**config.mk**
```make
export PLATFORM = sky130hd
export DESIGN_NAME = decode
export DESIGN_NICKNAME = d
export VERILOG_FILES = /design/src/rtl/decode_pkg.sv /design/src/rtl/decode_imm_gen.sv /design/src/rtl/decode.sv
export SDC_FILE = /design/constraint.sdc
export NUM_CORES = 1
export LEC_CHECK = 0
export CAP_MARGIN = 5
export CORE_UTILIZATION = 35
export DETAILED_ROUTE_END_ITERATION = 10
export GPL_TIMING_DRIVEN = 1
export SYNTH_ARGS = -nofsm -noshare
export SYNTH_HDL_FRONTEND = slang
export SYNTH_SLANG_ARGS = --single-unit
```
**constraint.sdc**
```tcl
create_clock -name clk -period 1.6 [get_ports clk]
set_input_delay 0.4 -clock clk [delete_from_list [all_inputs] [get_ports clk]]
set_output_delay 0.4 -clock clk [all_outputs]
set_load 0.005 [all_outputs]
```
**src/rtl/decode_pkg.sv**
```systemverilog
// Shared definitions for the DLPRV32 decode stage: RV32I major opcodes,
// format-class encodings, FSM state encoding and small decode helpers.
package decode_pkg;

  localparam logic [6:0] OP_R      = 7'b0110011;
  localparam logic [6:0] OP_IMM    = 7'b0010011;
  localparam logic [6:0] OP_LOAD   = 7'b0000011;
  localparam logic [6:0] OP_JALR   = 7'b1100111;
  localparam logic [6:0] OP_SYS    = 7'b1110011;
  localparam logic [6:0] OP_STORE  = 7'b0100011;
  localparam logic [6:0] OP_BRANCH = 7'b1100011;
  localparam logic [6:0] OP_LUI    = 7'b0110111;
  localparam logic [6:0] OP_AUIPC  = 7'b0010111;
  localparam logic [6:0] OP_JAL    = 7'b1101111;

  typedef enum logic [2:0] {
    TYPE_R   = 3'd0,
    TYPE_I   = 3'd1,
    TYPE_S   = 3'd2,
    TYPE_B   = 3'd3,
    TYPE_U   = 3'd4,
    TYPE_J   = 3'd5,
    TYPE_ILL = 3'd7
  } instr_type_e;

  typedef enum logic [1:0] {
    ST_IDLE   = 2'd0,
    ST_DECODE = 2'd1,
    ST_VALID  = 2'd2
  } state_e;

  // Map a 7-bit opcode to its format class; anything unrecognised,
  // including a compressed-style low pair, is ILL.
  function automatic instr_type_e classify(input logic [6:0] op);
    instr_type_e t;
    if (op[1:0] != 2'b11) begin
      t = TYPE_ILL;
    end else begin
      case (op)
        OP_R:                             t = TYPE_R;
        OP_IMM, OP_LOAD, OP_JALR, OP_SYS: t = TYPE_I;
        OP_STORE:                         t = TYPE_S;
        OP_BRANCH:                        t = TYPE_B;
        OP_LUI, OP_AUIPC:                 t = TYPE_U;
        OP_JAL:                           t = TYPE_J;
        default:                          t = TYPE_ILL;
      endcase
    end
    return t;
  endfunction

  // Formats that write a destination register.
  function automatic logic writes_rd(input instr_type_e t);
    logic w;
    case (t)
      TYPE_R, TYPE_I, TYPE_U, TYPE_J: w = 1'b1;
      default:                        w = 1'b0;
    endcase
    return w;
  endfunction

endpackage

```
**src/rtl/decode_imm_gen.sv**
```systemverilog
// Combinational immediate generator: builds the sign-extended immediate
// for the given format class. R and ILL produce zero.
module imm_gen
  import decode_pkg::*;
(
  input  logic [31:0]  instr,
  input  instr_type_e  instr_type,
  output logic [31:0]  imm
);

  // The opcode bits play no part in immediate assembly.
  logic w_unused_op;
  assign w_unused_op = ^instr[6:0];

  // Select and sign-extend the immediate bits for the format.
  always_comb begin
    imm = 32'd0;
    case (instr_type)
      TYPE_I:  imm = {{20{instr[31]}}, instr[31:20]};
      TYPE_S:  imm = {{20{instr[31]}}, instr[31:25], instr[11:7]};
      TYPE_B:  imm = {{19{instr[31]}}, instr[31], instr[7], instr[30:25],
                      instr[11:8], 1'b0};
      TYPE_U:  imm = {instr[31:12], 12'd0};
      TYPE_J:  imm = {{11{instr[31]}}, instr[31], instr[19:12], instr[20],
                      instr[30:21], 1'b0};
      default: imm = 32'd0;
    endcase
  end

endmodule

```
**src/rtl/decode.sv**
```systemverilog
// DLPRV32 RV32I decode stage. Accepts one instruction per handshake in
// IDLE, decodes it from the captured copy in DECODE, and holds the
// registered bundle in VALID until execute consumes it.
// Build option: DECODE_ILLEGAL_EN enables illegal-encoding detection,
// the illegal flag and the saturating ill_count.
module decode
  import decode_pkg::*;
(
  input  logic        clk,
  input  logic        rst,
  input  logic        cs_decode,
  input  logic [31:0] instr,
  output logic        rdy_decode,
  output logic        cs_D_to_E,
  input  logic        rdy_exec,
  output logic [6:0]  opcode,
  output logic [4:0]  rd,
  output logic [4:0]  rs1,
  output logic [4:0]  rs2,
  output logic [2:0]  funct3,
  output logic [6:0]  funct7,
  output logic [31:0] imm,
  output logic [2:0]  instr_type,
  output logic        rd_valid,
  output logic        illegal,
  output logic [7:0]  ill_count
);

  state_e      r_state;
  state_e      w_next_state;
  logic [31:0] r_instr_q;

  logic [6:0]  r_opcode;
  logic [4:0]  r_rd, r_rs1, r_rs2;
  logic [2:0]  r_funct3;
  logic [6:0]  r_funct7;
  logic [31:0] r_imm;
  instr_type_e r_type;
  logic        r_rd_valid;
  logic        r_illegal;

  instr_type_e w_class;
  instr_type_e w_type;
  logic [4:0]  w_rd, w_rs1, w_rs2;
  logic        w_rd_valid;
  logic        w_illegal;
  logic [31:0] w_imm;

  // State register.
  always_ff @(posedge clk) begin
    if (rst) begin
      r_state <= ST_IDLE;
    end else begin
      r_state <= w_next_state;
    end
  end

  // Next-state logic: IDLE -> DECODE on accept, DECODE -> VALID, VALID -> IDLE on consume.
  always_comb begin
    w_next_state = r_state;
    case (r_state)
      ST_IDLE: begin
        if (cs_decode) begin
          w_next_state = ST_DECODE;
        end else begin
          w_next_state = ST_IDLE;
        end
      end
      ST_DECODE: w_next_state = ST_VALID;
      ST_VALID: begin
        if (rdy_exec) begin
          w_next_state = ST_IDLE;
        end else begin
          w_next_state = ST_VALID;
        end
      end
      default: w_next_state = ST_IDLE;
    endcase
  end

  assign rdy_decode = (r_state == ST_IDLE);
  assign cs_D_to_E  = (r_state == ST_VALID);

  // Capture the instruction word only on the accept cycle.
  always_ff @(posedge clk) begin
    if (rst) begin
      r_instr_q <= 32'd0;
    end else if ((r_state == ST_IDLE) && cs_decode) begin
      r_instr_q <= instr;
    end
  end

  assign w_class = classify(r_instr_q[6:0]);

  // Resolve format class, register indices and writeback flag, applying
  // the illegal-encoding policy of the current build.
  always_comb begin
    w_type     = w_class;
    w_rd       = r_instr_q[11:7];
    w_rs1      = r_instr_q[19:15];
    w_rs2      = r_instr_q[24:20];
    w_illegal  = 1'b0;
    w_rd_valid = writes_rd(w_class);
`ifdef DECODE_ILLEGAL_EN
    if (w_class == TYPE_ILL) begin
      w_illegal  = 1'b1;
      w_rd       = 5'd0;
      w_rs1      = 5'd0;
      w_rs2      = 5'd0;
      w_rd_valid = 1'b0;
    end else begin
      w_illegal  = 1'b0;
    end
`else
    if (w_class == TYPE_ILL) begin
      w_type     = TYPE_R;
      w_rd_valid = 1'b1;
    end else begin
      w_type     = w_class;
    end
`endif
  end

  imm_gen u_imm_gen (
    .instr      (r_instr_q),
    .instr_type (w_type),
    .imm        (w_imm)
  );

  // Register the decoded bundle in DECODE; it then holds through VALID and IDLE.
  always_ff @(posedge clk) begin
    if (rst) begin
      r_opcode   <= 7'd0;
      r_rd       <= 5'd0;
      r_rs1      <= 5'd0;
      r_rs2      <= 5'd0;
      r_funct3   <= 3'd0;
      r_funct7   <= 7'd0;
      r_imm      <= 32'd0;
      r_type     <= TYPE_R;
      r_rd_valid <= 1'b0;
      r_illegal  <= 1'b0;
    end else if (r_state == ST_DECODE) begin
      r_opcode   <= r_instr_q[6:0];
      r_rd       <= w_rd;
      r_rs1      <= w_rs1;
      r_rs2      <= w_rs2;
      r_funct3   <= r_instr_q[14:12];
      r_funct7   <= r_instr_q[31:25];
      r_imm      <= w_imm;
      r_type     <= w_type;
      r_rd_valid <= w_rd_valid;
      r_illegal  <= w_illegal;
    end
  end

`ifdef DECODE_ILLEGAL_EN
  logic [7:0] r_ill_count;

  // Count illegal words as they enter VALID, saturating at 255.
  always_ff @(posedge clk) begin
    if (rst) begin
      r_ill_count <= 8'd0;
    end else if ((r_state == ST_DECODE) && w_illegal && (r_ill_count != 8'hFF)) begin
      r_ill_count <= r_ill_count + 8'd1;
    end
  end

  assign ill_count = r_ill_count;
`else
  assign ill_count = 8'd0;
`endif

  assign opcode     = r_opcode;
  assign rd         = r_rd;
  assign rs1        = r_rs1;
  assign rs2        = r_rs2;
  assign funct3     = r_funct3;
  assign funct7     = r_funct7;
  assign imm        = r_imm;
  assign instr_type = r_type;
  assign rd_valid   = r_rd_valid;
  assign illegal    = r_illegal;

endmodule

```
==> impl_metrics.json <==
{
  "status": "finished with violations",
  "violations": "setup timing",
  "cts_hold_buffers": 0,
  "synth-async-reset-ratio_pct": 0,
  "fin_ws_ns": -0.0421,
  "layout.nets": 652,
  "arrival_ns": 1.92,
  "root_buffer": "clkbuf_16",
  "ir_worst_vdd_mv": 0.669,
  "synthFlopType": "dfxtp_1",
  "synthCells": 500,
  "reg2reg_slack_ns": -0.04,
  "syn2layout_area_growth_pct": 48.2,
  "grt_pass1_vias": 3616,
  "rsz0062_at_grt": "yes",
  "fin_skew_ns": 0.00707,
  "hold_class": "in2reg",
  "setup_violations": 16,
  "ant_nets": 0,
  "drive_gt1_share_pct": 19.6,
  "p_per_area_mw_per_mm2": 933,
  "ys_warn_count": 0,
  "r2r_cells": 7,
  "wirelength_microns": 12000,
  "wl_per_cell_microns": 15.8,
  "drc_errors": 0,
  "dieArea_sq_mm": 0.0119,
  "synth_cell_type_count": 42,
  "p_leak_nw": 2.97,
  "syn_avg_cell_area_sq_um": 8.04,
  "worstSetupStartpoint": "r_instr_q[2]",
  "crit_fanout": 5,
  "synth.area.top_cells": "dfxtp_1 (51%), nand2_1 (15%), a21oi_1 (10%), clkbuf_1 (2.8%), o21ai_1 (2.5%)",
  "grt_overflow_total": 0,
  "placed_cell_area_sq_mm": 0.00533,
  "crit_type": "reg2reg",
  "final_cells": 761,
  "syn_area_sq_mm": 0.00402,
  "dp_slack_ns": -0.168,
  "cts_tree": "yes",
  "cts_max_level": 3,
  "grt_usage_pct": 20.6,
  "endpoint": "imm[29]",
  "finalHoldViolations": 0,
  "synth_top_area_share_pct": 50.8,
  "clock.fmax_ghz": 0.609,
  "viasPerCell": 5.05,
  "timing.rr.end": "imm[29]",
  "synth-edff-count": 0,
  "antenna_found_initial": 0,
  "port-buffer-count": 105,
  "place_congestion": 0.886,
  "period_share_pct": 103,
  "path_clk_slew_ns": 0.07,
  "r2r-start": "r_instr_q[2]",
  "hpwlAfterDp_microns": 8160,
  "die_x_microns": 109,
  "drt_iter0_drc": 194,
  "diodes": 0,
  "pin_count": 115,
  "die_h_microns": 109,
  "num_vias": 3846,
  "crit_required_ns": 1.88,
  "clockBufferDepth": 2,
  "dp.cells": 739,
  "drv_cap": 0,
  "core_sq_mm": 0.0110,
  "start_util_pct": 36.4,
  "cts_inserted_buffers": 9,
  "ys_seq_area_share_pct": 50.8,
  "drt_pass1_iterations": 5,
  "critPathLaunchType": "register",
  "grt_pass1_wl_microns": 18500,
  "period_needed_ns": 1.64,
  "synth-seq-cells": 102,
  "yosysTopAreaCell": "dfxtp_1",
  "clkSinkCount": 102,
  "fp-row-count": 38,
  "clock_latency_ns": 0.35,
  "final_area_sq_mm": 0.00596,
  "grt_max_degree": 34,
  "maxSlewViolCount": 0,
  "endpoint_kind": "register"
}
-- cell usage in the layout (no fill, tap or decap), types with 5 or more instances in the layout --
| cell | count |
|---|---|
| nand2_1 | 159 |
| dfxtp_2 | 24 |
| a21oi_1 | 80 |
| clkbuf_16 | 9 |
| nor2_1 | 15 |
| o21ai_1 | 11 |
| dfxtp_1 | 73 |
| conb_1 | 9 |
| dfxtp_4 | 5 |
| o21ai_2 | 10 |
| buf_4 | 34 |
| dlymetal6s2s_1 | 42 |
| dlygate4sd2_1 | 25 |
| a2bb2oi_1 | 11 |
| a32oi_1 | 7 |
| clkdlybuf4s50_1 | 37 |
-- cell type report --
cell class	instances	area, sq um
fill	1043	5070
timing repair buffer	144	1450
tap	140	175
sequential	102	2090
clock buffer	9	225
multi-input combinational	356	1930
clock inverter	7	80.1
inverter	3	11.3
-- synthesized netlist by cell type (2+ instances only) --
master	instances
nand2_1	160
dfxtp_1	102
a21oi_1	83
clkbuf_1	30
o21ai_1	20
nor2_1	16
a2bb2oi_1	11
buf_4	9
a32oi_1	7
buf_2	6
nor3_1	6
nor2b_1	5
nand3_1	4
a222oi_1	3
buf_6	3
nand2b_1	3
a21o_1	2
a22oi_1	2
a31oi_1	2
buf_1	2
inv_1	2
o2bb2ai_1	2
-- layer usage --
metal	track usage [%]	vias up	routed length, microns
met1	26.8	1809	5290
met3	5.14	19	683
met2	33.6	109	5830
li1	-	1909	-
met4	6.29	0	221
met5	0	-	0
-- logic make-up after synthesis --
kind of cell	count (synthesis)	synth area share, %
other	1	0.0933
AOI/OAI and AO/OA	140	21.3
and+or+nand+nor	202	20.9
DFF	102	50.8
buffers and inverters	53	6.54
xor gates and xnor gates	2	0.436
-- worst max-delay path: stages, from the launching register on --
cell	delay, ns
dfxtp_4	0.36
nor2b_4	0.12
a2111o_1	0.38
a311oi_4	0.22
buf_6	0.17
buf_4	0.12
nand2b_4	0.08
o21ai_1	0.13
-- state kept, by name, indices dropped and copies added, names as in the netlist --
name and count:
rd_valid 1, funct3 3, opcode 7, r_instr_q 32, rs1 5, rs2 5, imm 32, rd 5
instr_type 3, funct7 7, r_state 2
-- worst min-delay path by stage --
stage          slack, ns  startpoint         to  cells past startpoint
2_1_floorplan       0.44     imm[12]    imm[12]                      2
3_3_place_gp        0.44     imm[24]    imm[24]                      2
3_5_place_dp        0.44     imm[24]    imm[24]                      2
4_1_cts             0.43         rst     rs2[4]                      2
5_1_grt             0.44         rst  funct7[5]                      2
6_report            0.43         rst  funct7[5]                      2
-- power breakdown --
| part | leakage (nW) | total, mW | internal [mW] | switching, mW |
|---|---|---|---|---|
| Sequential | 0.843 | 2.70 | 2.61 | 0.0911 |
| Clock | 0.148 | 2.23 | 1.23 | 0.992 |
| Combinational | 1.98 | 0.631 | 0.301 | 0.330 |
| Total | 2.97 | 5.56 | 4.15 | 1.41 |
-- metrics by stage --
stage	TNS (ns)	utilization, %	hold WS, ns	total power, mW
after floorplan	-1.19	-	0.444	3.07
after CTS	-2.49	52.0	0.430	5.59
after global routing	-1.71	54.0	0.442	5.79
after detailed placement	-2.37	48.3	0.440	3.37
after global placement	-1.36	48.3	0.438	3.36
final	-0.287	54.0	0.435	5.56
-- what timing repair did --
item / 4_1_cts / 5_1_grt
pin swaps: 12 / 14
resized for setup: 63 / 75
gates cloned: 3 / 0
setup buffers: 3 / 0
setup endpoints to repair: 76 / 77
Note: power is estimated with default switching activity, not from simulation.
